[src/rtl/coprosit_pkg.sv]
// coprosit_pkg: shared widths, predecoder result and issue-stage record types for Coprosit.
package coprosit_pkg;

    localparam int CP_XLEN     = 32;
    localparam int CP_ID_WIDTH = 4;
    localparam int CP_NUM_RS   = 2;

    localparam logic [6:0] OPC_COPROSIT = 7'b0001011;

    // funct3 classes of the custom-0 posit opcode space
    typedef enum logic [2:0] {
        F3_BINARY = 3'b000,
        F3_UNARY  = 3'b001,
        F3_NOWB   = 3'b010
    } prd_f3_e;

    typedef struct packed {
        logic                 accept;
        logic                 writeback;
        logic [CP_NUM_RS-1:0] use_gprs;
    } prd_t;

    typedef struct packed {
        logic [31:0]                  instr;
        logic [CP_ID_WIDTH-1:0]       id;
        logic [CP_NUM_RS*CP_XLEN-1:0] rs;
        logic [CP_NUM_RS-1:0]         rs_valid;
    } issue_req_t;

    typedef struct packed {
        logic [CP_ID_WIDTH-1:0] id;
        logic                   kill;
    } commit_req_t;

    typedef struct packed {
        logic [31:0]                  instr;
        logic [CP_ID_WIDTH-1:0]       id;
        logic [CP_NUM_RS*CP_XLEN-1:0] rs;
        logic                         committed;
        logic                         killed;
    } issue_entry_t;

endpackage

[src/rtl/coprosit_issue_buffer_if.sv]
// coprosit_issue_buffer_if: X-interface issue/commit channels, execution-unit output channel and occupancy.
//   slave  : the issue buffer side
//   master : the core / execution-unit side
interface coprosit_issue_buffer_if #(
    parameter int DEPTH    = 4,
    parameter int XLEN     = 32,
    parameter int ID_WIDTH = 4,
    parameter int NUM_RS   = 2
);
    logic                     issue_valid_i;
    logic                     issue_ready_o;
    logic [31:0]              issue_instr_i;
    logic [ID_WIDTH-1:0]      issue_id_i;
    logic [NUM_RS*XLEN-1:0]   issue_rs_i;
    logic [NUM_RS-1:0]        issue_rs_valid_i;
    logic                     issue_accept_o;
    logic                     issue_writeback_o;
    logic                     commit_valid_i;
    logic [ID_WIDTH-1:0]      commit_id_i;
    logic                     commit_kill_i;
    logic                     out_valid_o;
    logic                     out_ready_i;
    logic [31:0]              out_instr_o;
    logic [ID_WIDTH-1:0]      out_id_o;
    logic [NUM_RS*XLEN-1:0]   out_rs_o;
    logic [$clog2(DEPTH):0]   count_o;

    modport slave (
        input  issue_valid_i, issue_instr_i, issue_id_i, issue_rs_i, issue_rs_valid_i,
        input  commit_valid_i, commit_id_i, commit_kill_i, out_ready_i,
        output issue_ready_o, issue_accept_o, issue_writeback_o,
        output out_valid_o, out_instr_o, out_id_o, out_rs_o, count_o
    );

    modport master (
        output issue_valid_i, issue_instr_i, issue_id_i, issue_rs_i, issue_rs_valid_i,
        output commit_valid_i, commit_id_i, commit_kill_i, out_ready_i,
        input  issue_ready_o, issue_accept_o, issue_writeback_o,
        input  out_valid_o, out_instr_o, out_id_o, out_rs_o, count_o
    );
endinterface

[src/rtl/coprosit_predecoder.sv]
// coprosit_predecoder: decides acceptance, GPR writeback and source-operand use of an offloaded instruction.
//   opcode_i : instruction bits [6:0]
//   funct3_i : instruction bits [14:12]
//   prd_o    : accept / writeback / per-operand use flags
module coprosit_predecoder
    import coprosit_pkg::*;
(
    input  logic [6:0] opcode_i,
    input  logic [2:0] funct3_i,
    output prd_t       prd_o
);
    logic acc;

    always_comb begin
        acc = opcode_i == OPC_COPROSIT &&
              (funct3_i == F3_BINARY || funct3_i == F3_UNARY || funct3_i == F3_NOWB);
        prd_o.accept    = acc;
        prd_o.writeback = acc && funct3_i != F3_NOWB;
        prd_o.use_gprs  = !acc ? '0 : funct3_i == F3_UNARY ? CP_NUM_RS'(1) : '1;
    end
endmodule

[src/rtl/coprosit_issue_buffer.sv]
// coprosit_issue_buffer: accepts offloaded posit instructions and releases them in order once committed.
//   clk_i, rst_i : clock, asynchronous active-high reset
//   bus          : issue handshake, commit messages, head output to the execution unit, occupancy
// Entry widths come from coprosit_pkg; XLEN/ID_WIDTH/NUM_RS must match the package constants.
module coprosit_issue_buffer
    import coprosit_pkg::*;
#(
    parameter int DEPTH    = 4,
    parameter int XLEN     = CP_XLEN,
    parameter int ID_WIDTH = CP_ID_WIDTH,
    parameter int NUM_RS   = CP_NUM_RS
) (
    input  logic clk_i,
    input  logic rst_i,
    coprosit_issue_buffer_if.slave bus
);
    localparam int AW = $clog2(DEPTH);
    localparam int CW = AW + 1;

    prd_t         prd;
    issue_req_t   req;
    commit_req_t  cmt;
    issue_entry_t ent_q [DEPTH];
    issue_entry_t head;
    logic [DEPTH-1:0] vld_q;
    logic [AW-1:0]    wr_ptr_q, rd_ptr_q;
    logic [CW-1:0]    count_q;
    logic full, rs_ok, push, pop, drop;

    assign req = '{instr: bus.issue_instr_i, id: bus.issue_id_i, rs: bus.issue_rs_i, rs_valid: bus.issue_rs_valid_i};
    assign cmt = '{id: bus.commit_id_i, kill: bus.commit_kill_i};

    coprosit_predecoder u_prd (
        .opcode_i (req.instr[6:0]),
        .funct3_i (req.instr[14:12]),
        .prd_o    (prd)
    );

    // Ready never looks at a same-cycle pop so out_ready_i has no path to issue_ready_o.
    always_comb begin
        head              = ent_q[rd_ptr_q];
        full              = count_q == CW'(DEPTH);
        rs_ok             = &(~prd.use_gprs | req.rs_valid);
        bus.issue_ready_o = !prd.accept || (!full && rs_ok);
        push              = bus.issue_valid_i && bus.issue_ready_o && prd.accept;
        bus.out_valid_o   = vld_q[rd_ptr_q] && head.committed && !head.killed;
        drop              = vld_q[rd_ptr_q] && head.committed && head.killed;
        pop               = (bus.out_valid_o && bus.out_ready_i) || drop;
    end

    assign bus.issue_accept_o    = prd.accept;
    assign bus.issue_writeback_o = prd.writeback;
    assign bus.out_instr_o       = head.instr;
    assign bus.out_id_o          = head.id;
    assign bus.out_rs_o          = head.rs;
    assign bus.count_o           = count_q;

    // Push and pop never target the same slot: the push slot is empty, the pop slot is occupied.
    always_ff @(posedge clk_i or posedge rst_i) begin
        if (rst_i) begin
            vld_q    <= '0;
            wr_ptr_q <= '0;
            rd_ptr_q <= '0;
            count_q  <= '0;
        end else begin
            if (pop) vld_q[rd_ptr_q] <= 1'b0;
            if (push) vld_q[wr_ptr_q] <= 1'b1;
            rd_ptr_q <= rd_ptr_q + AW'(pop);
            wr_ptr_q <= wr_ptr_q + AW'(push);
            count_q  <= count_q + CW'(push) - CW'(pop);
        end
    end

    // Payload and flags need no reset: an entry is only looked at while its vld_q bit is set,
    // and the slot being pushed is never valid, so a same-cycle commit for it is ignored.
    always_ff @(posedge clk_i) begin
        for (int i = 0; i < DEPTH; i++)
            if (bus.commit_valid_i && vld_q[i] && !ent_q[i].committed && ent_q[i].id == cmt.id) begin
                ent_q[i].committed <= 1'b1;
                ent_q[i].killed    <= cmt.kill;
            end
        if (push) ent_q[wr_ptr_q] <= '{instr: req.instr, id: req.id, rs: req.rs, committed: 1'b0, killed: 1'b0};
    end
endmodule

[src/flat_wrapper.sv]
// flat-port wrapper written by rule: the top's interface ports become plain ports
module coprosit_issue_buffer_flat import coprosit_pkg::*;
#(
    parameter int DEPTH    = 4,
    parameter int XLEN     = CP_XLEN,
    parameter int ID_WIDTH = CP_ID_WIDTH,
    parameter int NUM_RS   = CP_NUM_RS
)
  (clk_i, rst_i, bus_issue_valid_i, bus_issue_instr_i, bus_issue_id_i, bus_issue_rs_i, bus_issue_rs_valid_i, bus_commit_valid_i, bus_commit_id_i, bus_commit_kill_i, bus_out_ready_i, bus_issue_ready_o, bus_issue_accept_o, bus_issue_writeback_o, bus_out_valid_o, bus_out_instr_o, bus_out_id_o, bus_out_rs_o, bus_count_o);
  coprosit_issue_buffer_if #(.DEPTH(DEPTH), .XLEN(XLEN), .ID_WIDTH(ID_WIDTH), .NUM_RS(NUM_RS)) bus_i ();
  input  logic clk_i;
  input  logic rst_i;
  input wire logic [$bits(bus_i.issue_valid_i)-1:0] bus_issue_valid_i;
  input wire logic [$bits(bus_i.issue_instr_i)-1:0] bus_issue_instr_i;
  input wire logic [$bits(bus_i.issue_id_i)-1:0] bus_issue_id_i;
  input wire logic [$bits(bus_i.issue_rs_i)-1:0] bus_issue_rs_i;
  input wire logic [$bits(bus_i.issue_rs_valid_i)-1:0] bus_issue_rs_valid_i;
  input wire logic [$bits(bus_i.commit_valid_i)-1:0] bus_commit_valid_i;
  input wire logic [$bits(bus_i.commit_id_i)-1:0] bus_commit_id_i;
  input wire logic [$bits(bus_i.commit_kill_i)-1:0] bus_commit_kill_i;
  input wire logic [$bits(bus_i.out_ready_i)-1:0] bus_out_ready_i;
  output wire logic [$bits(bus_i.issue_ready_o)-1:0] bus_issue_ready_o;
  output wire logic [$bits(bus_i.issue_accept_o)-1:0] bus_issue_accept_o;
  output wire logic [$bits(bus_i.issue_writeback_o)-1:0] bus_issue_writeback_o;
  output wire logic [$bits(bus_i.out_valid_o)-1:0] bus_out_valid_o;
  output wire logic [$bits(bus_i.out_instr_o)-1:0] bus_out_instr_o;
  output wire logic [$bits(bus_i.out_id_o)-1:0] bus_out_id_o;
  output wire logic [$bits(bus_i.out_rs_o)-1:0] bus_out_rs_o;
  output wire logic [$bits(bus_i.count_o)-1:0] bus_count_o;
  assign bus_i.issue_valid_i = bus_issue_valid_i;
  assign bus_i.issue_instr_i = bus_issue_instr_i;
  assign bus_i.issue_id_i = bus_issue_id_i;
  assign bus_i.issue_rs_i = bus_issue_rs_i;
  assign bus_i.issue_rs_valid_i = bus_issue_rs_valid_i;
  assign bus_i.commit_valid_i = bus_commit_valid_i;
  assign bus_i.commit_id_i = bus_commit_id_i;
  assign bus_i.commit_kill_i = bus_commit_kill_i;
  assign bus_i.out_ready_i = bus_out_ready_i;
  assign bus_issue_ready_o = bus_i.issue_ready_o;
  assign bus_issue_accept_o = bus_i.issue_accept_o;
  assign bus_issue_writeback_o = bus_i.issue_writeback_o;
  assign bus_out_valid_o = bus_i.out_valid_o;
  assign bus_out_instr_o = bus_i.out_instr_o;
  assign bus_out_id_o = bus_i.out_id_o;
  assign bus_out_rs_o = bus_i.out_rs_o;
  assign bus_count_o = bus_i.count_o;
  coprosit_issue_buffer #(.DEPTH(DEPTH), .XLEN(XLEN), .ID_WIDTH(ID_WIDTH), .NUM_RS(NUM_RS)) u_core (.clk_i(clk_i), .rst_i(rst_i), .bus(bus_i));
endmodule
[config.mk]
export PLATFORM = sky130hd
export DESIGN_NAME = coprosit_issue_buffer_flat
export DESIGN_NICKNAME = d
export VERILOG_FILES = /design/src/rtl/coprosit_pkg.sv /design/src/rtl/coprosit_issue_buffer_if.sv /design/src/rtl/coprosit_predecoder.sv /design/src/rtl/coprosit_issue_buffer.sv /design/src/flat_wrapper.sv
export SDC_FILE = /design/constraint.sdc
export NUM_CORES = 1
export LEC_CHECK = 0
export BUFFER_PORTS_ARGS = -buffer_cell sky130_fd_sc_hd__buf_4
export CAP_MARGIN = 10
export CORE_ASPECT_RATIO = 1.4
export CORE_UTILIZATION = 48
export DETAILED_ROUTE_END_ITERATION = 16
export GPL_ROUTABILITY_DRIVEN = 0
export PLACE_DENSITY = 0.78
export SETUP_SLACK_MARGIN = 0.15
export SLEW_MARGIN = 20
export SYNTH_ARGS = -nofsm -noshare
export SYNTH_HDL_FRONTEND = slang
export SYNTH_SLANG_ARGS = --single-unit
[constraint.sdc]
create_clock -name clk_i -period 6.9 [get_ports clk_i]
set_clock_uncertainty 0.2 [all_clocks]
set_input_delay 1.38 -clock clk_i [delete_from_list [all_inputs] [get_ports clk_i]]
set_output_delay 1.38 -clock clk_i [all_outputs]
set_load 0.01 [all_outputs]
; ---- Yosys cells after proc, flatten, opt, wreduce, memory -nomap -nowiden
; Memory sizes are Yosys's and may differ from the RTL's.
; Cells that the tools add are included.
[totals]
inputBits = 112
n_memories = 1
regBits = 11
mem_bits_rw = 408
[mem_list]
columns = memory, words, width, read_ports, rd_ports_with_merged_regs, write_ports, line_no
row1 = u_core.ent_q, 4, 102, 5, 0, 5, coprosit_issue_buffer.sv:23  ; issue_entry_t ent_q [DEPTH];
[op_classes]
reduce_logical = 36
add_sub_neg = 4
magnitude_cmp = 4
bitwise = 5
muxes = 20
eq_ne = 9
[op_table]
columns = operator, count
row1 = 1-bit logical AND, 23
row2 = 4-bit equality test, 4
row3 = 1-bit two-way mux, 13
row4 = 4-bit two-way mux, 2
row5 = "7-bit by 4-bit equality test with 1-bit output, second input constant", 1
row6 = 1-bit zero test, 7
row7 = "2-bit by 3-bit < comparator with 1-bit output, second input constant", 2
row8 = 2-bit by 1-bit adder with 2-bit output, 2
row9 = 4-bit bitwise AND, 1
row10 = 1-bit demux with 2-bit select, 2
row11 = "2-bit by 1-bit >= comparator with 1-bit output, second input constant", 2
row12 = 1-bit logical OR, 4
row13 = 2-bit two-way mux, 2
row14 = 4-bit inverter, 1
row15 = 4-bit bitwise OR, 1
row16 = 3-bit by 1-bit adder with 3-bit output, 1
row17 = "3-bit by 1-bit equality test with 1-bit output, second input constant", 1
row18 = "3-bit by 2-bit equality test with 1-bit output, second input constant", 1
row19 = "3-bit equality test, second input constant", 1
row20 = 3-bit zero test, 1
row21 = "3-bit by 2-bit inequality test with 1-bit output, second input constant", 1
row22 = 3-bit by 1-bit subtractor with 3-bit output, 1
row23 = 1-bit binary-select mux with 2-bit select, 1
row24 = 2-bit inverter, 1
row25 = 2 further kinds, 2

; ---- Longest topological paths before layout
; Gate-level depths: netlist (run 1).
[depth]
depth_word = 14
depth_mapped = 13

; ---- Cells and area by module
; A second synthesis (run 1) with hierarchy kept.
[unflattened]
cells_unflattened = 657
area_unflattened_um2 = 15626.2
[modules_own_cells]
columns = mod, seq_area_each_um2, instances, cells_each, area_per_inst_um2
row1 = coprosit_issue_buffer, 12446.9, 1, 650, 15567.4
row2 = coprosit_predecoder, 0.0, 1, 7, 58.8

; ---- Least setup slack after synthesis (run 1)
; Ideal clock, no wire load.
[synth_timing]
kind = input -> register
from = input bus_issue_instr_i[5]
to = memory u_core.ent_q[0][100] (netlist bit), enable pin
required_time_ps = 6156
cell_stages = 3
path_buffers = 0
setup_slack_ps = 285
t_arrival_ps = 5871
cell_sequence = nor4b_4 -> nand4_4 -> nor3_2
[synth_rtl]
columns = element, line_no
row1 = start: declaration, flat_wrapper.sv:14  ; input wire logic [$bits(bus_i.issue_instr_i)-1:0] bus_issue_instr_i;
row2 = end: declaration, coprosit_issue_buffer.sv:23

; ---- Worst setup path after layout (run 1)
[layout_timing]
from = register u_core.rd_ptr_q[1]
to = output bus_out_rs_o[34]
[layout_between]
elab_chain_len = 1
[layout_lines]
columns = element, line_no
row1 = start: declaration, coprosit_issue_buffer.sv:26  ; logic [AW-1:0] wr_ptr_q, rd_ptr_q;
row2 = start signal: assignment, coprosit_issue_buffer.sv:68  ; rd_ptr_q <= rd_ptr_q + AW'(pop);
row3 = memory read 4 x 102 bit, -
row4 = end: declaration, flat_wrapper.sv:28  ; output wire logic [$bits(bus_i.out_rs_o)-1:0] bus_out_rs_o;
; No other way between the ends.

==> results of run 1 <==
## cells by family (layout without fill, tap and decap cells)
logic type	count (synthesis)	after routing	share of synthesized area (%)
XOR/XNOR	20	20	1.12
buffers and inverters	32	308	1.02
adder cells (fa/ha/maj)	5	5	0.449
multiplexers	101	101	14.6
flip-flops	419	419	79.8
AND/OR/NAND/NOR	47	47	1.89
AO/OA/AOI/OAI	25	25	1.12
## final cells by class
type / count / share of cell area [%]
clock inverter: 24 / 1.35
clock buffer: 48 / 5.57
multi-input combinational: 198 / 15.8
sequential: 419 / 65.4
timing repair buffer: 228 / 9.18
inverter: 8 / 0.158
tap: 395 / 2.59
## registers in the layout (all words and copies together), names as in the netlist
name,count
u_core.wr_ptr_q,2
u_core.rd_ptr_q,2
u_core.ent_q,408
u_core.bus.count_o,3
u_core.vld_q,4
## how the worst max path moves through the flow
stage | slack (ps) | cells past startpoint | startpoint | to
6_report | 2410 | 3 | u_core.rd_ptr_q[1] | bus_out_rs_o[34]
5_1_grt | 2170 | 6 | u_core.rd_ptr_q[0] | bus_out_valid_o
4_1_cts | 2310 | 3 | u_core.rd_ptr_q[0] | bus_out_rs_o[55]
3_5_place_dp | 2650 | 5 | bus_issue_instr_i[14] | u_core.ent_q[1][24]
3_3_place_gp | 2700 | 5 | bus_issue_instr_i[5] | u_core.ent_q[1][25]
2_1_floorplan | 280 | 3 | bus_issue_instr_i[5] | u_core.ent_q[0][100]
## synthesized netlist by cell type, types with 2 or more instances
cell                       count
sky130_fd_sc_hd__edfxtp_1    400
sky130_fd_sc_hd__mux4_2      101
sky130_fd_sc_hd__buf_2        16
sky130_fd_sc_hd__xor2_1       16
sky130_fd_sc_hd__dfrtp_1      11
sky130_fd_sc_hd__a21oi_1       9
sky130_fd_sc_hd__nor2_1        9
sky130_fd_sc_hd__dfxtp_1       8
sky130_fd_sc_hd__inv_1         8
sky130_fd_sc_hd__nand2_1       8
sky130_fd_sc_hd__nand3_1       8
sky130_fd_sc_hd__nor3_1        8
sky130_fd_sc_hd__a21bo_2       4
sky130_fd_sc_hd__a21o_1        4
sky130_fd_sc_hd__ha_1          4
sky130_fd_sc_hd__o21ai_0       4
sky130_fd_sc_hd__xnor2_1       4
sky130_fd_sc_hd__buf_1         3
sky130_fd_sc_hd__nor3_2        3
sky130_fd_sc_hd__buf_6         2
sky130_fd_sc_hd__clkbuf_1      2
sky130_fd_sc_hd__nand3b_1      2
sky130_fd_sc_hd__o211ai_1      2
## routing by layer
layer | track usage (%) | vias up
met5 | 0 | -
met4 | 7.92 | 0
met3 | 3.65 | 53
met2 | 34.0 | 203
met1 | 20.5 | 3797
li1 | - | 3236
## report_power, final
group          total [uW]  switching [uW]  internal (uW)  leakage [uW]
Sequential           2950             153           2800       0.00380
Combinational        1420             580            835       0.00209
Clock                2180             892           1290      0.000643
Total                6550            1630           4920       0.00653
## worst max-delay path, delay by kind of cell, from the launching register on
family	cells	cell delay, ps
DFF	1	1150
buffers and inverters	2	790
muxes	1	420
## metrics by stage
| stage | utilization, % | cells |
|---|---|---|
| 5_1_grt | 59.9 | 1320 |
| 4_1_cts | 59.9 | 1320 |
| 3_3_place_gp | 55.8 | 1248 |
| 2_1_floorplan | - | 649 |
| 6_report | 59.9 | 1320 |
| 3_5_place_dp | 55.8 | 1248 |
==> qor.txt, run 1 <==
SETUP PATH
------------------------------------------------------------------------------------------
Slowest cell delay on critical path                                                1150 ps
Worst reg2reg path depth                                                                12
Most frequent cell on the critical path                                       sky130_fd_sc_hd__buf_4
Crit. End Element                                                             primary output
Crit Reg-Reg Startpoint                                                       u_core.rd_ptr_q[0]
Data arrival time of the worst path                                                2910 ps
Worst flop-to-flop path endpoint                                              u_core.bus.count_o[2]
Critical-path maximum fanout                                                            71
Kind of start point of the critical path                                          register
Slowest-stage cell, CP                                                        sky130_fd_sc_hd__dfrtp_4
Startpoint-to-endpoint class of the critical path                                  reg2out
Critical path data required time                                                   5320 ps
Crit path cell chain                                                          buf_4, mux4_2, buf_4
Internal reg-to-reg setup slack                                                    3140 ps

SYNTHESIS
------------------------------------------------------------------------------------------
Warning count from the yosys run                                                         0
Synth cell types                                                                        36
Most frequently used flop master after synthesis                              sky130_fd_sc_hd__edfxtp_1
Seq/Total Area, Yosys                                                                79.8%
Yosys top cell area share                                                            77.0%
Post-Syn Area per Cell                                                          24.0 sq um
Fraction of registers with async set/reset                                           2.63%
Seq cells post-synth                                                                   419
Number of enable-type register cells in the synthesized netlist                        400
Biggest area contributors in the synthesized netlist                          sky130_fd_sc_hd__edfxtp_1 77%, sky130_fd_sc_hd__mux4_2 15%, sky130_fd_sc_hd__dfrtp_1 1.8%, sky130_fd_sc_hd__dfxtp_1 1.0%, sky130_fd_sc_hd__xor2_1 0.90%
Post-Synthesis Net Count                                                               766
Synthesized netlist cell count                                                         649
Largest area contributor in the synthesized netlist                           sky130_fd_sc_hd__edfxtp_1
Cell area after technology mapping                                            0.0156 sq mm

DIE
------------------------------------------------------------------------------------------
Chip height                                                                         215 um
Effective utilization at floorplan                                                   49.1%
Die area                                                                      0.0332 sq mm
Die width                                                                           154 um
Top-Level Pins                                                                         219
Site row count                                                                          77
Core Box Area                                                                 0.0318 sq mm

GRT
------------------------------------------------------------------------------------------
Antenna violations before repair                                                         0
Leftover overflow at the end of global routing                                           0
GRT Total Usage                                                                      18.4%
Global-route wire length before repair                                            45300 um
Vias in the first global route                                                        8047
Maximum number of pins on one net before global-route repair                           100

DRT
------------------------------------------------------------------------------------------
Average wire length per cell after detail routing                                  22.3 um
Highest layer used for signal routing                                                 met4
Initial detailed-routing violation count                                               383
Antenna-violating nets left                                                              0
Count of unresolved DRC violations after routing                                         0
Routed wire length on met3                                                         1340 um
Detailed route wirelength on metal2                                               16400 um
Length of the first detailed-routing pass in iterations                                  4
Total wire length                                                                 29400 um
Number of vias in the routed layout                                                   7289
Vias per cell                                                                         5.52
WL met1                                                                           10700 um

STA
------------------------------------------------------------------------------------------
Max-slew violation count                                                                 0
Min cycle time layout                                                              4490 ps
Hold Worst Slack                                                                    291 ps
Actual transition at the worst max-transition pin                                  1090 ps
Relative slew slack                                                                  27.5%
Achievable frequency                                                               223 MHz
Fraction of the cycle the final worst path needs                                     65.0%
Final hold viol count                                                                    0
Setup repair after global routing missed its margin                                  false
PnR worst setup slack                                                              2410 ps
Total negative setup slack                                                            0 ps
Final count of negative-setup-slack endpoints                                            0

CTS
------------------------------------------------------------------------------------------
Total CTS buffers                                                                       40
CTS tree                                                                             built
CTS hold repair buffers                                                                  0
Clock edge transition at the registers on the reported setup and hold paths          60 ps
Cell chosen for the clock root                                                sky130_fd_sc_hd__clkbuf_16
Post-cts sizing count                                                                    0
Max Root-Sink Buffers                                                                    3
Worst-skew pair later-pin latency                                                   530 ps
Clk sinks                                                                              419
Number of H-tree levels                                                                  2
Post-CTS setup repair buffer count                                                       0

PLACED DESIGN
------------------------------------------------------------------------------------------
DP Wirelength                                                                     17800 um
Minimum setup slack after placement                                                2650 ps
IO Port Bufs                                                                           218
Total placed instance area                                                    0.0177 sq mm

FINISH
------------------------------------------------------------------------------------------
Number of diodes added for antenna fixing                                                0
Total of fill cells in the finished design                                            2205
Area used by sequential logic in the layout                                   0.0125 sq mm
Share of final-layout standard cells stronger than drive strength 1                  43.6%
Area taken by multi-input logic gates                                         0.00301 sq mm
Area added between synthesis and finish                                              22.2%
Most frequent cells in the layout                                             400 x sky130_fd_sc_hd__edfxtp_1, 225 x sky130_fd_sc_hd__buf_4, 101 x sky130_fd_sc_hd__mux4_2, 41 x sky130_fd_sc_hd__clkbuf_16, 16 x sky130_fd_sc_hd__xor2_1
Final design area excluding fillers                                           0.0191 sq mm
Final layout net count                                                                1012
Most common cell after layout, fill and taps aside                            sky130_fd_sc_hd__edfxtp_1

WORST HOLD PATH
------------------------------------------------------------------------------------------
Min-delay src                                                                 u_core.ent_q[1][1]
Min-Delay Endpoint                                                            u_core.ent_q[1][1]
Hold WC Path Type                                                                  reg2reg
Cell depth of the worst min-delay path                                                   2

POWER
------------------------------------------------------------------------------------------
Leakage dissipation                                                             0.00653 uW
Largest vdd supply drop                                                             223 uV
Total chip power                                                                   6550 uW
Total power per unit cell area                                                 344 mW/mm^2

STATUS
------------------------------------------------------------------------------------------
Status                                                                        finished, final reports clean

FLOW RUN
------------------------------------------------------------------------------------------
Max-capacitance violation count                                                          0

No activity file was read; power rests on OpenSTA's default activity.
==> run 2: changes to the inputs <==
- ABC_AREA: default -> 1
- clock period: 6.9 -> 4.5 ns (I/O delays scaled with it)
==> run 2 against run 1 <==
Sequential cell count did not move. Non-clock buffer count is 10 higher. Critical path depth is 2 higher. First-iteration DRC count increased by 86%. Clock power increased by 46%. Cell count grew 34%. Hold slack got worse by 110 ps. Combinational power rose by 11%. Total power is 38% higher. Critical path type unchanged.
==> qor.txt, run 2 <==
POWER
------------------------------------------------------------------------------------------
Cell-internal power                                                                6750 uW   was 4920 uW
Share of power burned in the clock network                                           35.1%   was 33.3%
Leakage dissipation                                                             0.00693 uW   was 0.00653 uW
Switching share of power                                                             25.5%   was 24.8%
Largest vdd supply drop                                                             332 uV   was 223 uV
Reg power frac                                                                       47.5%   was 45.1%
Switching pwr                                                                      2310 uW   was 1630 uW
Part of the total power dissipated in combinational logic                            17.4%   was 21.6%
Total power per unit cell area                                                 471 mW/mm^2   was 344 mW/mm^2

DIE
------------------------------------------------------------------------------------------
Chip height                                                                         217 um   was 215 um
Core Box Area                                                                 0.0325 sq mm   was 0.0318 sq mm
Site row count                                                                          78   was 77
Die width                                                                           156 um   was 154 um
Die area                                                                      0.0338 sq mm   was 0.0332 sq mm
Top-Level Pins                                                                         219   unchanged
Effective utilization at floorplan                                                   48.9%   was 49.1%

DRT
------------------------------------------------------------------------------------------
WL met1                                                                           14100 um   was 10700 um
Number of vias in the routed layout                                                   9871   was 7289
Routed wire length on met3                                                         2280 um   was 1340 um
Antenna-violating nets left                                                              0   unchanged
Detailed route wirelength on metal2                                               18800 um   was 16400 um
Count of unresolved DRC violations after routing                                         0   unchanged
Highest layer used for signal routing                                                 met5   was met4
Total wire length                                                                 37000 um   was 29400 um
Initial detailed-routing violation count                                               713   was 383
Vias per cell                                                                         5.58   was 5.52
Average wire length per cell after detail routing                                  20.9 um   was 22.3 um
Length of the first detailed-routing pass in iterations                                  6   was 4

FINISH
------------------------------------------------------------------------------------------
Most flops, register                                                          u_core.ent_q   unchanged
Max FFs per register                                                                   408   unchanged
Most common cell after layout, fill and taps aside                            sky130_fd_sc_hd__edfxtp_1   unchanged
Area added between synthesis and finish                                              21.2%   was 22.2%
Share of final-layout standard cells stronger than drive strength 1                  23.4%   was 43.6%
Area taken by multi-input logic gates                                         0.00295 sq mm   was 0.00301 sq mm
Total of fill cells in the finished design                                            2427   was 2205
Final layout net count                                                                1416   was 1012
Final core occ                                                                       59.2%   was 59.9%
Most frequent cells in the layout                                             400 x sky130_fd_sc_hd__edfxtp_1, 231 x sky130_fd_sc_hd__buf_4, 215 x sky130_fd_sc_hd__nand3_1, 174 x sky130_fd_sc_hd__nand2_1, 100 x sky130_fd_sc_hd__a22oi_1   was 400 x sky130_fd_sc_hd__edfxtp_1, 225 x sky130_fd_sc_hd__buf_4, 101 x sky130_fd_sc_hd__mux4_2, 41 x sky130_fd_sc_hd__clkbuf_16, 16 x sky130_fd_sc_hd__xor2_1
Area used by sequential logic in the layout                                   0.0125 sq mm   about the same

SYNTHESIS
------------------------------------------------------------------------------------------
Seq cells post-synth                                                                   419   unchanged
Cell area after technology mapping                                            0.0159 sq mm   was 0.0156 sq mm
Share of the synthesized netlist area taken by xor and xnor gates                   0.441%   was 1.12%
Share of synthesized area spent on multiplexers                                         0%   was 14.6%
Simple-gate share of the synthesized area                                            12.5%   was 1.89%
Number of enable-type register cells in the synthesized netlist                        400   unchanged
Yosys top cell area share                                                            75.6%   was 77.0%
Most frequent cell after synthesis                                            sky130_fd_sc_hd__edfxtp_1   unchanged
Synthesized netlist cell count                                                        1078   was 649
Complex-gate fraction of the synthesized area                                        5.18%   was 1.12%
Post-Synthesis Net Count                                                              1195   was 766
Most frequently used flop master after synthesis                              sky130_fd_sc_hd__edfxtp_1   unchanged
Warning count from the yosys run                                                         0   unchanged
Combinational family with the most area after synthesis                       simple AND/OR/NAND/NOR gates   was multiplexers
Seq/Total Area, Yosys                                                                78.4%   was 79.8%
Adder-cell area share of the yosys netlist                                          0.441%   was 0.449%
Synth cell types                                                                        36   unchanged
Biggest area contributors in the synthesized netlist                          sky130_fd_sc_hd__edfxtp_1 76%, sky130_fd_sc_hd__nand3_1 6.8%, sky130_fd_sc_hd__a22oi_1 4.7%, sky130_fd_sc_hd__nand2_1 4.1%, sky130_fd_sc_hd__dfrtp_1 1.7%   was sky130_fd_sc_hd__edfxtp_1 77%, sky130_fd_sc_hd__mux4_2 15%, sky130_fd_sc_hd__dfrtp_1 1.8%, sky130_fd_sc_hd__dfxtp_1 1.0%, sky130_fd_sc_hd__xor2_1 0.90%
Leading cell types by count after synthesis                                   400 x sky130_fd_sc_hd__edfxtp_1, 215 x sky130_fd_sc_hd__nand3_1, 174 x sky130_fd_sc_hd__nand2_1   was 400 x sky130_fd_sc_hd__edfxtp_1, 101 x sky130_fd_sc_hd__mux4_2, 16 x sky130_fd_sc_hd__buf_2, 16 x sky130_fd_sc_hd__xor2_1, 11 x sky130_fd_sc_hd__dfrtp_1
Fraction of registers with async set/reset                                           2.63%   unchanged
Post-Syn Area per Cell                                                          14.7 sq um   was 24.0 sq um
Largest area contributor in the synthesized netlist                           sky130_fd_sc_hd__edfxtp_1   unchanged

SETUP PATH
------------------------------------------------------------------------------------------
Worst reg2reg path depth                                                                14   was 12
Data arrival time of the worst path                                                2870 ps   was 2910 ps
Critical path data required time                                                   3400 ps   was 5320 ps
Critical-path maximum fanout                                                            58   was 71
Kind of start point of the critical path                                          register   unchanged
Crit path cell chain                                                          buf_4, buf_4, nand3_1, nand3_1, buf_4   was buf_4, mux4_2, buf_4
Crit. End Element                                                             primary output   unchanged
Slowest cell delay on critical path                                                 710 ps   was 1150 ps
Slowest-stage cell, CP                                                        sky130_fd_sc_hd__buf_4   was sky130_fd_sc_hd__dfrtp_4
Startpoint-to-endpoint class of the critical path                                  reg2out   unchanged
Most frequent cell on the critical path                                       sky130_fd_sc_hd__buf_4   unchanged

CTS
------------------------------------------------------------------------------------------
Clk sinks                                                                              419   unchanged
Total CTS buffers                                                                       38   was 40
Number of H-tree levels                                                                  2   unchanged
Max Root-Sink Buffers                                                                    3   unchanged
Post-CTS setup repair buffer count                                                       0   unchanged
Cell chosen for the clock root                                                sky130_fd_sc_hd__clkbuf_16   unchanged
Clock edge transition at the registers on the reported setup and hold paths          70 ps   was 60 ps
Post-cts sizing count                                                                    0   unchanged
CTS hold repair buffers                                                                  0   unchanged
CTS tree                                                                             built   unchanged
Worst-skew pair later-pin latency                                                   530 ps   about the same

PLACED DESIGN
------------------------------------------------------------------------------------------
IO Port Bufs                                                                           218   unchanged
DP Wirelength                                                                     22600 um   was 17800 um
Minimum setup slack after placement                                                1040 ps   was 2650 ps

STA
------------------------------------------------------------------------------------------
Final count of negative-setup-slack endpoints                                            0   unchanged
Relative slew slack                                                                  47.2%   was 27.5%
Max-slew violation count                                                                 0   unchanged
Fraction of the cycle the final worst path needs                                     88.2%
Actual transition at the worst max-transition pin                                   792 ps   was 1090 ps
Min cycle time layout                                                              3970 ps
Setup repair after global routing missed its margin                                  false   unchanged
Final hold viol count                                                                    0   unchanged
Total negative setup slack                                                            0 ps   unchanged
Achievable frequency                                                               252 MHz
PnR worst setup slack                                                               532 ps   was 2410 ps

FLOW RUN
------------------------------------------------------------------------------------------
Max-capacitance violation count                                                          0   unchanged

WORST HOLD PATH
------------------------------------------------------------------------------------------
Hold WC Path Type                                                                 in2async   was reg2reg

GRT
------------------------------------------------------------------------------------------
Maximum number of pins on one net before global-route repair                            96   was 100
Antenna violations before repair                                                         4   was 0
GRT Total Usage                                                                      21.9%   was 18.4%
Global-route wire length before repair                                            55600 um   was 45300 um
Vias in the first global route                                                        9943   was 8047
Leftover overflow at the end of global routing                                           0   unchanged

STATUS
------------------------------------------------------------------------------------------
Status                                                                        finished, final reports clean   unchanged

## run 2: cell types whose count changed in the layout (fill, tap and decap cells not counted), moves of 8 or more
cell | previous run | this run
sky130_fd_sc_hd__a22oi_1 | 0 | 100
sky130_fd_sc_hd__nand2_1 | 8 | 174
sky130_fd_sc_hd__mux4_2 | 101 | 0
sky130_fd_sc_hd__a21oi_1 | 9 | 1
sky130_fd_sc_hd__inv_1 | 8 | 37
sky130_fd_sc_hd__nand3_1 | 8 | 215
sky130_fd_sc_hd__xor2_1 | 16 | 2
sky130_fd_sc_hd__nor2_1 | 9 | 24
## run 2: cell type report
class	count	share of cell area (%)
Antenna cell	2	0.0260
Clock buffer	52	5.55
Clock inverter	16	0.839
Inverter	44	0.930
Multi-Input combinational cell	558	15.3
Sequential cell	419	64.7
Tap cell	440	2.86
Timing Repair Buffer	238	9.74
## run 2: cell families after synthesis
family	count (synthesis)
adders and majority gates	5
buffers and inverters	101
AOI/OAI and AO/OA	110
DFF	419
and+or+nand+nor	435
xor gates and xnor gates	8
## run 2: routing by layer
metal | vias to the layer above | GRT usage (%)
met5 | - | 0
met4 | 4 | 11.7
met3 | 101 | 3.88
met2 | 413 | 36.8
met1 | 4872 | 27.0
li1 | 4481 | -
## run 2: path summary, 6_finish.rpt
check                                   endpoint                from  slack [ps]
min in group clk_i            u_core.ent_q[2][1]  u_core.ent_q[2][1]         320
max                             bus_out_rs_o[56]  u_core.rd_ptr_q[1]         530
max reg2reg                u_core.bus.count_o[2]  u_core.rd_ptr_q[0]        1220
max in group asynchronous     u_core.rd_ptr_q[1]               rst_i        3560
min                        u_core.bus.count_o[2]               rst_i         180
min reg2reg                   u_core.ent_q[2][1]  u_core.ent_q[2][1]         320
## run 2: metrics by stage
step	total power [uW]	area, sq um	hold slack, ps	instances
after CTS	9120	19200	174	1767
after detailed placement	5970	18000	298	1699
after floorplan	5190	15900	263	1078
after global routing	9350	19200	204	1768
final	9060	19200	184	1769
after global placement	5960	18000	296	1699
## run 2: power by group through the flow
stage / registers [uW] / logic, uW / clock network [uW]
6_report: 4300 / 1580 / 3180
3_5_place_dp: 4380 / 1590 / 0
5_1_grt: 4300 / 1680 / 3370
4_1_cts: 4300 / 1600 / 3220
2_1_floorplan: 4380 / 814 / 0
3_3_place_gp: 4380 / 1570 / 0
## run 2: critical path: cells and delay by family (launching register included)
family / cells / cell delay (ps)
DFF: 1 / 440
and+or+nand+nor: 2 / 410
buffers and inverters: 3 / 1390
==> run 3: changes to the inputs <==
- CTS_BUF_LIST: default -> sky130_fd_sc_hd__clkbuf_2
==> run 3 against run 2 <==
Via count increased by 8.3%. Clock power decreased by 26%. Critical path type unchanged. Sequential share of layout area decreased by 2.2 points. Sequential cell count unchanged. Non-clock buffer count increased by 106.
==> qor.txt, run 3 (synthesized netlist as in run 2, its figures left out) <==
GRT
------------------------------------------------------------------------------------------
Global-route wire length before repair                                            59700 um   was 55600 um
Vias in the first global route                                                       10908   was 9943
Antenna violations before repair                                                         5   was 4
Maximum number of pins on one net before global-route repair                            96   unchanged
Leftover overflow at the end of global routing                                           0   unchanged
GRT Total Usage                                                                      23.7%   was 21.9%

STA
------------------------------------------------------------------------------------------
Min cycle time layout                                                              4220 ps   was 3970 ps
Final count of negative-setup-slack endpoints                                            0   unchanged
Actual transition at the worst max-transition pin                                   705 ps   was 792 ps
Relative slew slack                                                                  53.0%   was 47.2%
Setup repair after global routing missed its margin                                  false   unchanged
Final hold viol count                                                                    0   unchanged
Max-slew violation count                                                                 0   unchanged
Total negative setup slack                                                            0 ps   unchanged
Achievable frequency                                                               237 MHz   was 252 MHz
Fraction of the cycle the final worst path needs                                     93.7%   was 88.2%

FINISH
------------------------------------------------------------------------------------------
Most common cell after layout, fill and taps aside                            sky130_fd_sc_hd__edfxtp_1   unchanged
Non-Filler Instances                                                                  1969   was 1769
Share of final-layout standard cells stronger than drive strength 1                  26.6%   was 23.4%
Final layout net count                                                                1576   was 1416
Final design area excluding fillers                                           0.0199 sq mm   was 0.0192 sq mm
Most frequent cells in the layout                                             400 x sky130_fd_sc_hd__edfxtp_1, 231 x sky130_fd_sc_hd__buf_4, 215 x sky130_fd_sc_hd__nand3_1, 174 x sky130_fd_sc_hd__nand2_1, 138 x sky130_fd_sc_hd__clkbuf_2   was 400 x sky130_fd_sc_hd__edfxtp_1, 231 x sky130_fd_sc_hd__buf_4, 215 x sky130_fd_sc_hd__nand3_1, 174 x sky130_fd_sc_hd__nand2_1, 100 x sky130_fd_sc_hd__a22oi_1
Max FFs per register                                                                   408   unchanged
Most flops, register                                                          u_core.ent_q   unchanged
Final core occ                                                                       61.3%   was 59.2%
Area added between synthesis and finish                                              25.5%   was 21.2%

SETUP PATH
------------------------------------------------------------------------------------------
Largest delay share family, worst path                                        buffers and inverters   unchanged
Crit. End Element                                                             primary output   unchanged
Buffers plus inverters on the worst setup path                                           3   unchanged
Worst flop-to-flop path endpoint                                              u_core.bus.count_o[2]   unchanged
Startpoint-to-endpoint class of the critical path                                  reg2out   unchanged
Internal reg-to-reg setup slack                                                    1130 ps   was 1220 ps
Worst reg2reg path depth                                                                14   unchanged
Data arrival time of the worst path                                                3120 ps   was 2870 ps
Slowest-stage cell, CP                                                        sky130_fd_sc_hd__dfrtp_1   was sky130_fd_sc_hd__buf_4
Kind of start point of the critical path                                          register   unchanged
Slowest cell delay on critical path                                                 550 ps   was 710 ps
Crit path cell chain                                                          inv_4, buf_4, nand3_1, nand2_1, nor2_1, nor2_4, and3_1, buf_4   was buf_4, buf_4, nand3_1, nand3_1, buf_4
Critical-path maximum fanout                                                            57   was 58
Crit Reg-Reg Startpoint                                                       u_core.rd_ptr_q[0]   unchanged
Most frequent cell on the critical path                                       sky130_fd_sc_hd__buf_4   unchanged
Critical path data required time                                                   3400 ps   about the same

DRT
------------------------------------------------------------------------------------------
Count of unresolved DRC violations after routing                                         0   unchanged
Vias per cell                                                                         5.43   was 5.58
Length of the first detailed-routing pass in iterations                                  5   was 6
Antenna-violating nets left                                                              0   unchanged
Number of vias in the routed layout                                                  10687   was 9871
Average wire length per cell after detail routing                                  20.0 um   was 20.9 um
Initial detailed-routing violation count                                               743   was 713
Total wire length                                                                 39400 um   was 37000 um

DIE
------------------------------------------------------------------------------------------
Die width                                                                           156 um   unchanged
Die area                                                                      0.0338 sq mm   unchanged
Site row count                                                                          78   unchanged
Effective utilization at floorplan                                                   48.9%   unchanged
Top-Level Pins                                                                         219   unchanged
Core Box Area                                                                 0.0325 sq mm   unchanged
Chip height                                                                         217 um   unchanged

PLACED DESIGN
------------------------------------------------------------------------------------------
Number of placed instances with taps included                                         1699   unchanged
IO Port Bufs                                                                           218   unchanged
DP Wirelength                                                                     22600 um   unchanged
Total placed instance area                                                    0.0180 sq mm   unchanged

CTS
------------------------------------------------------------------------------------------
Worst-skew pair later-pin latency                                                  1020 ps   was 530 ps
Clk sinks                                                                              419   unchanged
Cell chosen for the clock root                                                sky130_fd_sc_hd__clkbuf_2   was sky130_fd_sc_hd__clkbuf_16
Number of H-tree levels                                                                  3   was 2
Max Root-Sink Buffers                                                                    3   unchanged
Total CTS buffers                                                                       92   was 38
Clock edge transition at the registers on the reported setup and hold paths         120 ps   was 70 ps
CTS tree                                                                             built   unchanged

STATUS
------------------------------------------------------------------------------------------
Status                                                                        finished, final reports clean   unchanged

WORST HOLD PATH
------------------------------------------------------------------------------------------
Cell depth of the worst min-delay path                                                   4
Hold WC Path Type                                                                   in2reg   was in2async
Min-Delay Endpoint                                                            u_core.ent_q[0][0]
Min-delay src                                                                 bus_issue_valid_i

POWER
------------------------------------------------------------------------------------------
Largest vdd supply drop                                                             224 uV   was 332 uV
Total power per unit cell area                                                 418 mW/mm^2   was 471 mW/mm^2
Leakage dissipation                                                             0.00741 uW   was 0.00693 uW

FLOW RUN
------------------------------------------------------------------------------------------
Max-capacitance violation count                                                          0   unchanged

run 3: final cells by class:
type                       instances  area, sq um
fill                            2380        12600
sequential                       419        12500
multi-input combinational        558         2950
timing repair buffer             344         2940
clock buffer                     138          691
tap                              440          551
inverter                          44          183
clock inverter                    21          141
antenna                            5         12.5
run 3: worst max-delay path by stage:
| stage | startpoint | end | cells after the start |
|---|---|---|---|
| after floorplan | bus_issue_instr_i[3] | u_core.ent_q[3][100] | 6 |
| after detailed placement | bus_issue_instr_i[3] | u_core.ent_q[2][77] | 8 |
| after CTS | u_core.rd_ptr_q[1] | bus_out_rs_o[27] | 6 |
| final | u_core.rd_ptr_q[0] | bus_out_valid_o | 8 |
| after global routing | u_core.rd_ptr_q[0] | bus_out_valid_o | 8 |
| after global placement | bus_issue_instr_i[3] | u_core.ent_q[2][81] | 8 |
run 3: layer usage:
metal	GRT usage, %	share of wire, %	routed length [um]
met1	27.5	37	14800
met2	40.4	52	20400
met3	4.86	6.2	2450
met4	14.1	4.7	1840
met5	0	0.033	13
run 3: where the power goes:
group,internal (uW),switching (uW)
logic,704,984
registers,4270,23.2
clock network,924,1420
run 3: through the flow:
step	hold WS (ps)	setup slack (ps)	power, uW
after global routing	99.1	15.6	8680
after floorplan	263	365	5190
final	146	284	8330
after CTS	17.8	152	8340
after detailed placement	298	1040	5970
after global placement	296	1090	5960
run 3: worst reg2reg max path, delay by kind of cell, from the launching register on:
| family | cells | cell delay, ps |
|---|---|---|
| flops | 1 | 550 |
| simple gates | 5 | 660 |
| fa+ha+maj | 3 | 760 |
| buf+inv | 5 | 960 |
| xor+xnor | 1 | 140 |
run 3: what timing repair did:
item,4_1_cts,5_1_grt
setup buffers,0,3
setup endpoints to repair,83,30
pin swaps,0,1
hold buffers,103,0
hold endpoints to repair,416,0
resized for setup,3,3
